File: config.mk
export PLATFORM = sky130hd
export DESIGN_NAME = seq_event_monitor
export DESIGN_NICKNAME = d
export VERILOG_FILES = /design/src/rtl/seq_event_monitor.sv
export SDC_FILE = /design/constraint.sdc
export NUM_CORES = 1
export LEC_CHECK = 0
export CAP_MARGIN = 15
export CORE_AREA = 2 2 62 87
export DETAILED_ROUTE_END_ITERATION = 6
export DIE_AREA = 0 0 64 89
export PLACE_DENSITY = 0.62
export SLEW_MARGIN = 20
export SYNTH_ARGS = -nofsm -noshare
export SYNTH_HDL_FRONTEND = slang
export SYNTH_SLANG_ARGS = --single-unit
File: constraint.sdc
create_clock -name clk -period 5.9 [get_ports clk]
set_clock_uncertainty 0.1 [all_clocks]
set_input_delay 1.18 -clock clk [delete_from_list [all_inputs] [get_ports clk]]
set_output_delay 1.18 -clock clk [all_outputs]
set_load 0.02 [all_outputs]
File: src/rtl/seq_event_monitor.sv
// Purpose: turns the 11011 detector output level into counted events, measuring
//          last/min spacing between events and raising a sticky alarm at THRESH events.
// Latency: one cycle from a det_in rise to event_pulse and updated stats; no backpressure.
// Ports: clk/rst (async active-high), det_in (detector level), clr (sync clear);
//        event_pulse, event_cnt, last_gap, min_gap, alarm, state_o (all registered).
module seq_event_monitor #(
  parameter int CNT_W  = 8,
  parameter int GAP_W  = 8,
  parameter int THRESH = 4
) (
  input  logic             clk,
  input  logic             rst,
  input  logic             det_in,
  input  logic             clr,
  output logic             event_pulse,
  output logic [CNT_W-1:0] event_cnt,
  output logic [GAP_W-1:0] last_gap,
  output logic [GAP_W-1:0] min_gap,
  output logic             alarm,
  output logic [1:0]       state_o
);

  localparam logic [1:0] ST_IDLE  = 2'b00;
  localparam logic [1:0] ST_TRACK = 2'b01;
  localparam logic [1:0] ST_ALARM = 2'b10;

  localparam logic [CNT_W-1:0] THRESH_C = CNT_W'(THRESH);

  logic [1:0]       state_q, state_d;
  logic             det_q;
  logic             pulse_q;
  logic [CNT_W-1:0] cnt_q;
  logic [GAP_W-1:0] gap_cnt_q;
  logic [GAP_W-1:0] last_gap_q;
  logic [GAP_W-1:0] min_gap_q;
  logic             alarm_d;

  logic             rise;
  logic [CNT_W-1:0] cnt_inc;
  logic [GAP_W-1:0] gap_inc;
  logic [GAP_W-1:0] gap_min;

  assign rise    = det_in & ~det_q;
  assign cnt_inc = (cnt_q == '1) ? cnt_q : cnt_q + CNT_W'(1);
  assign gap_inc = (gap_cnt_q == '1) ? gap_cnt_q : gap_cnt_q + GAP_W'(1);
  assign gap_min = (gap_cnt_q < min_gap_q) ? gap_cnt_q : min_gap_q;

  // det_q follows det_in even during clr, so a level present at clear time
  // is never counted later as a fresh rise.
  always_ff @(posedge clk or posedge rst) begin
    if (rst) begin
      det_q <= 1'b0;
    end else begin
      det_q <= det_in;
    end
  end

  // FSM: state register
  always_ff @(posedge clk or posedge rst) begin
    if (rst) begin
      state_q <= ST_IDLE;
    end else begin
      state_q <= state_d;
    end
  end

  // FSM: next state
  always_comb begin
    state_d = state_q;
    if (clr) begin
      state_d = ST_IDLE;
    end else begin
      case (state_q)
        ST_IDLE:  if (rise) state_d = (THRESH == 1) ? ST_ALARM : ST_TRACK;
        ST_TRACK: if (rise && (cnt_inc >= THRESH_C)) state_d = ST_ALARM;
        ST_ALARM: state_d = ST_ALARM;
        default:  state_d = ST_IDLE;  // unreachable 2'b11 recovers
      endcase
    end
  end

  // FSM: Moore output
  always_comb begin
    alarm_d = (state_q == ST_ALARM);
  end

  // Event counting and gap measurement.
  always_ff @(posedge clk or posedge rst) begin
    if (rst) begin
      pulse_q    <= 1'b0;
      cnt_q      <= '0;
      gap_cnt_q  <= '0;
      last_gap_q <= '0;
      min_gap_q  <= '1;
    end else if (clr) begin
      pulse_q    <= 1'b0;
      cnt_q      <= '0;
      gap_cnt_q  <= '0;
      last_gap_q <= '0;
      min_gap_q  <= '1;
    end else begin
      pulse_q   <= rise;
      gap_cnt_q <= rise ? GAP_W'(1) : gap_inc;
      if (rise) begin
        case (state_q)
          // First event has no predecessor, so gaps are left untouched.
          ST_IDLE: cnt_q <= CNT_W'(1);
          ST_TRACK, ST_ALARM: begin
            cnt_q      <= cnt_inc;
            last_gap_q <= gap_cnt_q;
            min_gap_q  <= gap_min;
          end
          default: ;
        endcase
      end
    end
  end

  assign event_pulse = pulse_q;
  assign event_cnt   = cnt_q;
  assign last_gap    = last_gap_q;
  assign min_gap     = min_gap_q;
  assign alarm       = alarm_d;
  assign state_o     = state_q;

endmodule

==> results.txt <==
- Summed over all layers, the routed wires come to 5029 um.
* Total area of multi-input combinational cells: 1104 um^2
* Post-synthesis net count: 252
- Across the run, the number of max-cap violations was 0.
- Sequential cell area: 910.9 um^2
* Starting density of the core: 43.93%
- Endpoint of the worst hold-timing path: min_gap[0]
- Antenna diode count: 0
* CTS HTree Levels: 2
* Row cnt: 30
* Port-buffer cells: 31
- In the final routed layout, each cell accounts on average for 15.19 um.
- The worst hold path begins at min_gap[0].
- First-pass GRT wire length: 8383 um
- Endpoint of the worst register-to-register path: min_gap[4]
- The synthesized design spends more area on one cell type than any other, namely sky130_fd_sc_hd__dfrtp_1.
* Tot Pwr: 704.5 uW
- Total number of nets in the final design: 283
- Summing the areas of all and, or, nand and nor instances in the mapped netlist gives 16.29% of the synthesized area.
* Iteration count of the initial detailed-routing pass: 4
- Weighted congestion reported at the end of routability-driven placement: 0.8128
- Number of synthesized flops with an enable pin: 0
- After Yosys synthesis, full adders, half adders and majority gates account for 7.647% of the synthesized area.
- The clock net in this run drives a total of 36 sinks.
- The die is 89 um tall.
- In this run the power density over the cells is 270.7 nW/um^2.
- Slew @ Worst Pin: 0.6706 ns
- Most area-consuming cells after synthesis: sky130_fd_sc_hd__dfrtp_1 (33%), sky130_fd_sc_hd__dfstp_2 (9.9%), sky130_fd_sc_hd__ha_1 (7.6%), sky130_fd_sc_hd__a21oi_1 (5.4%), sky130_fd_sc_hd__nand2_1 (4.9%)
* Core Area: 4842 um^2
* Data arrival time of the critical path: 3.30 ns
- Setup repair after global routing left no endpoint under its margin.
* Critical path peak fanout: 20
- In the routed layout, each cell is associated on average with a via count of 5.520.
- Compound-Gate Fraction of Synth Area: 25.24%
* Fmax: 313.6 MHz
- Leading register cell type out of synthesis: sky130_fd_sc_hd__dfrtp_1
- Area Overhead vs Synth: 22.35%
* Clk Latency, worst-skew pair: 0.29 ns
* Count of final setup violators: 0
- Library cell used as clock root buffer: sky130_fd_sc_hd__clkbuf_8
- Die W: 64 um
- The worst register-to-register path has a depth of 6.
* Sum Neg Setup Slack: 0 ns
* Antenna violations before repair: 0
- The run finished with clean final reports.
* Portion of the post-synthesis area used by sequential elements: 42.82%
- Worst voltage drop across the vdd grid: 0.1902 mV
* Final period demand of the worst path: 3.189 ns
- Data required time at the worst endpoint: 6.01 ns
* Share of the synthesized area in the top cell type: 32.94%
- The final hold violation count is 0.
* Overall routing resource usage: 19.25%
* GRT overflow: 0
* CTS Buf Count: 5
- After synthesis, the largest family of logic cells by area is compound AO/OA/AOI/OAI gates.
- Share of cell area taken by muxes after synthesis: 1.882%
* 1st-iter DRT viols: 108
- Number of max-slew violations in the final report: 0
- The HPWL after detailed placement is 3610 um.
- Antenna-violating nets left: 0
- The number of different library cells used by synthesis comes to 45.
- In this run, synthesis produced a sequential element count of 36.
- In this run the tightest slew margin relative to its limit is 55.18%.
* Fraction of registers with async set or reset after synthesis: 100.0%
- Number of top-level pins: 32
- Pleak: 0.001129 uW
- Syn avg cell area: 9.051 um^2
- The final route contains 1827 vias.
* Total Die Area: 5696 um^2
* Worst hold path stage count: 2
* Endpoint type of the worst setup path: flip-flop
- CTS tree: yes
- Tightest Hold Check Type: flip-flop to flip-flop
* Period utilisation layout: 54.04%
- Synthesis handed over a netlist of 235 instances.
* Post-route DRC: 0
* Post-CTS Setup Inserts: 0
- Entering global routing, the biggest net connects 37 pins.
* Clock transition at the registers of the reported paths: 0.07 ns
- Type of element launching the critical path: input pin
- After Yosys synthesis, XOR and XNOR cells account for 0.8235% of the synthesized area.
- Type of the worst setup path: input pin to flip-flop
* Count of hold buffers inserted by post-cts repair: 0
- Summing every instance area after synthesis gives 2127 um^2.
- The via count of the first global-routing pass came to 1785.
* Number of inserted filler cells in the final layout: 449
* Worst r2r src: state_o[0]
- Most numerous cell types in the synthesized netlist: sky130_fd_sc_hd__dfrtp_1 (28), sky130_fd_sc_hd__nand2_1 (28), sky130_fd_sc_hd__a21oi_1 (23)
- Proportion of layout cells with a drive suffix above 1: 9.363%
* Quantity of gates resized following cts: 0
* Number of buffers on the longest clock path: 2
- Yosys printed 0 warnings.
- Flop-to-flop setup slack: 3.46 ns
==> stage by stage <==
step	util (%)	hold slack [ns]	worst slack [ns]	cells	area, um^2
after floorplan	-	0.4117	3.579	235	2127
after global placement	51.52	0.4165	2.547	323	2495
after detailed placement	51.52	0.4169	2.466	323	2495
after CTS	53.75	0.4297	2.751	331	2603
after global routing	53.75	0.4464	2.508	331	2603
final	53.75	0.4271	2.711	331	2603
==> critical path: stages <==
cell and delay (ns):
sky130_fd_sc_hd__clkdlybuf4s50_1 0.50, sky130_fd_sc_hd__and2b_1 0.23, sky130_fd_sc_hd__nand2_1 0.43, sky130_fd_sc_hd__a2111oi_0 0.66, sky130_fd_sc_hd__o21ai_0 0.17, sky130_fd_sc_hd__o211ai_1 0.13
==> flip-flops by register name, summed over array words and instances, names as in the netlist <==
| register | cells |
|---|---|
| gap_cnt_q | 8 |
| event_pulse | 1 |
| event_cnt | 8 |
| state_o | 2 |
| last_gap | 8 |
| det_q | 1 |
| min_gap | 8 |
==> cell families (layout without fill, tap and decap cells) <==
kind of cell / count (synthesis) / count (layout)
AO/OA/AOI/OAI: 79 / 79
AND/OR/NAND/NOR: 71 / 71
flip-flops: 36 / 36
buffers and inverters: 30 / 62
adder cells (fa/ha/maj): 13 / 13
multiplexers: 4 / 4
XOR/XNOR: 2 / 2
==> power by group <==
part	leakage [uW]	switching [uW]	internal, uW
clock	0.0000552	89.2	125
sequential	0.000468	16.3	272
combinational	0.000606	119	82.4
total	0.00113	224	480
==> routing by layer <==
metal / share of wire (%) / vias up / global-route usage, %
li1: - / 905 / -
met1: 43 / 869 / 22.56
met2: 52 / 41 / 34.66
met3: 2.5 / 12 / 3.023
met4: 2.3 / 0 / 8.696
met5: 0 / - / 0
==> placed cells by master (no fill, tap or decap), types with 2 or more instances in the layout <==
| cell type | instances |
|---|---|
| sky130_fd_sc_hd__a211oi_1 | 2 |
| sky130_fd_sc_hd__nand4_1 | 2 |
| sky130_fd_sc_hd__clkbuf_8 | 5 |
| sky130_fd_sc_hd__o21ai_0 | 16 |
| sky130_fd_sc_hd__nor3_1 | 3 |
| sky130_fd_sc_hd__nand2b_1 | 2 |
| sky130_fd_sc_hd__inv_1 | 22 |
| sky130_fd_sc_hd__a31oi_1 | 4 |
| sky130_fd_sc_hd__o31a_1 | 2 |
| sky130_fd_sc_hd__clkdlybuf4s50_1 | 31 |
| sky130_fd_sc_hd__dfstp_2 | 8 |
| sky130_fd_sc_hd__nor2_1 | 15 |
| sky130_fd_sc_hd__o211ai_1 | 8 |
| sky130_fd_sc_hd__nand2_1 | 28 |
| sky130_fd_sc_hd__a2111oi_0 | 8 |
| sky130_fd_sc_hd__xnor2_1 | 2 |
| sky130_fd_sc_hd__ha_1 | 13 |
| sky130_fd_sc_hd__o21ai_1 | 3 |
| sky130_fd_sc_hd__mux2i_1 | 4 |
| sky130_fd_sc_hd__dfrtp_1 | 28 |
| sky130_fd_sc_hd__and3_1 | 5 |
| sky130_fd_sc_hd__and2_1 | 3 |
| sky130_fd_sc_hd__a21oi_1 | 23 |
| sky130_fd_sc_hd__a21o_1 | 3 |
| sky130_fd_sc_hd__nand3_1 | 3 |
==> how the worst max path moves through the flow <==
stage	cells past startpoint	start	endpoint	slack, ns
after floorplan	6	det_in	min_gap[0]	3.58
after global placement	6	det_in	min_gap[6]	2.55
after detailed placement	6	det_in	min_gap[4]	2.47
after CTS	6	det_in	min_gap[4]	2.75
after global routing	6	det_in	min_gap[1]	2.51
final	6	det_in	min_gap[4]	2.71
==> area by class of cell <==
class | instances | share of cell area [%]
multi-input cells | 169 | 42.40
well taps | 64 | 3.077
inverters | 22 | 3.173
flip-flops and latches | 36 | 35.00
repair buffers | 32 | 12.21
clock buffers | 6 | 2.788
clock inverters | 2 | 1.346
Power figures use the tool's default switching activity.
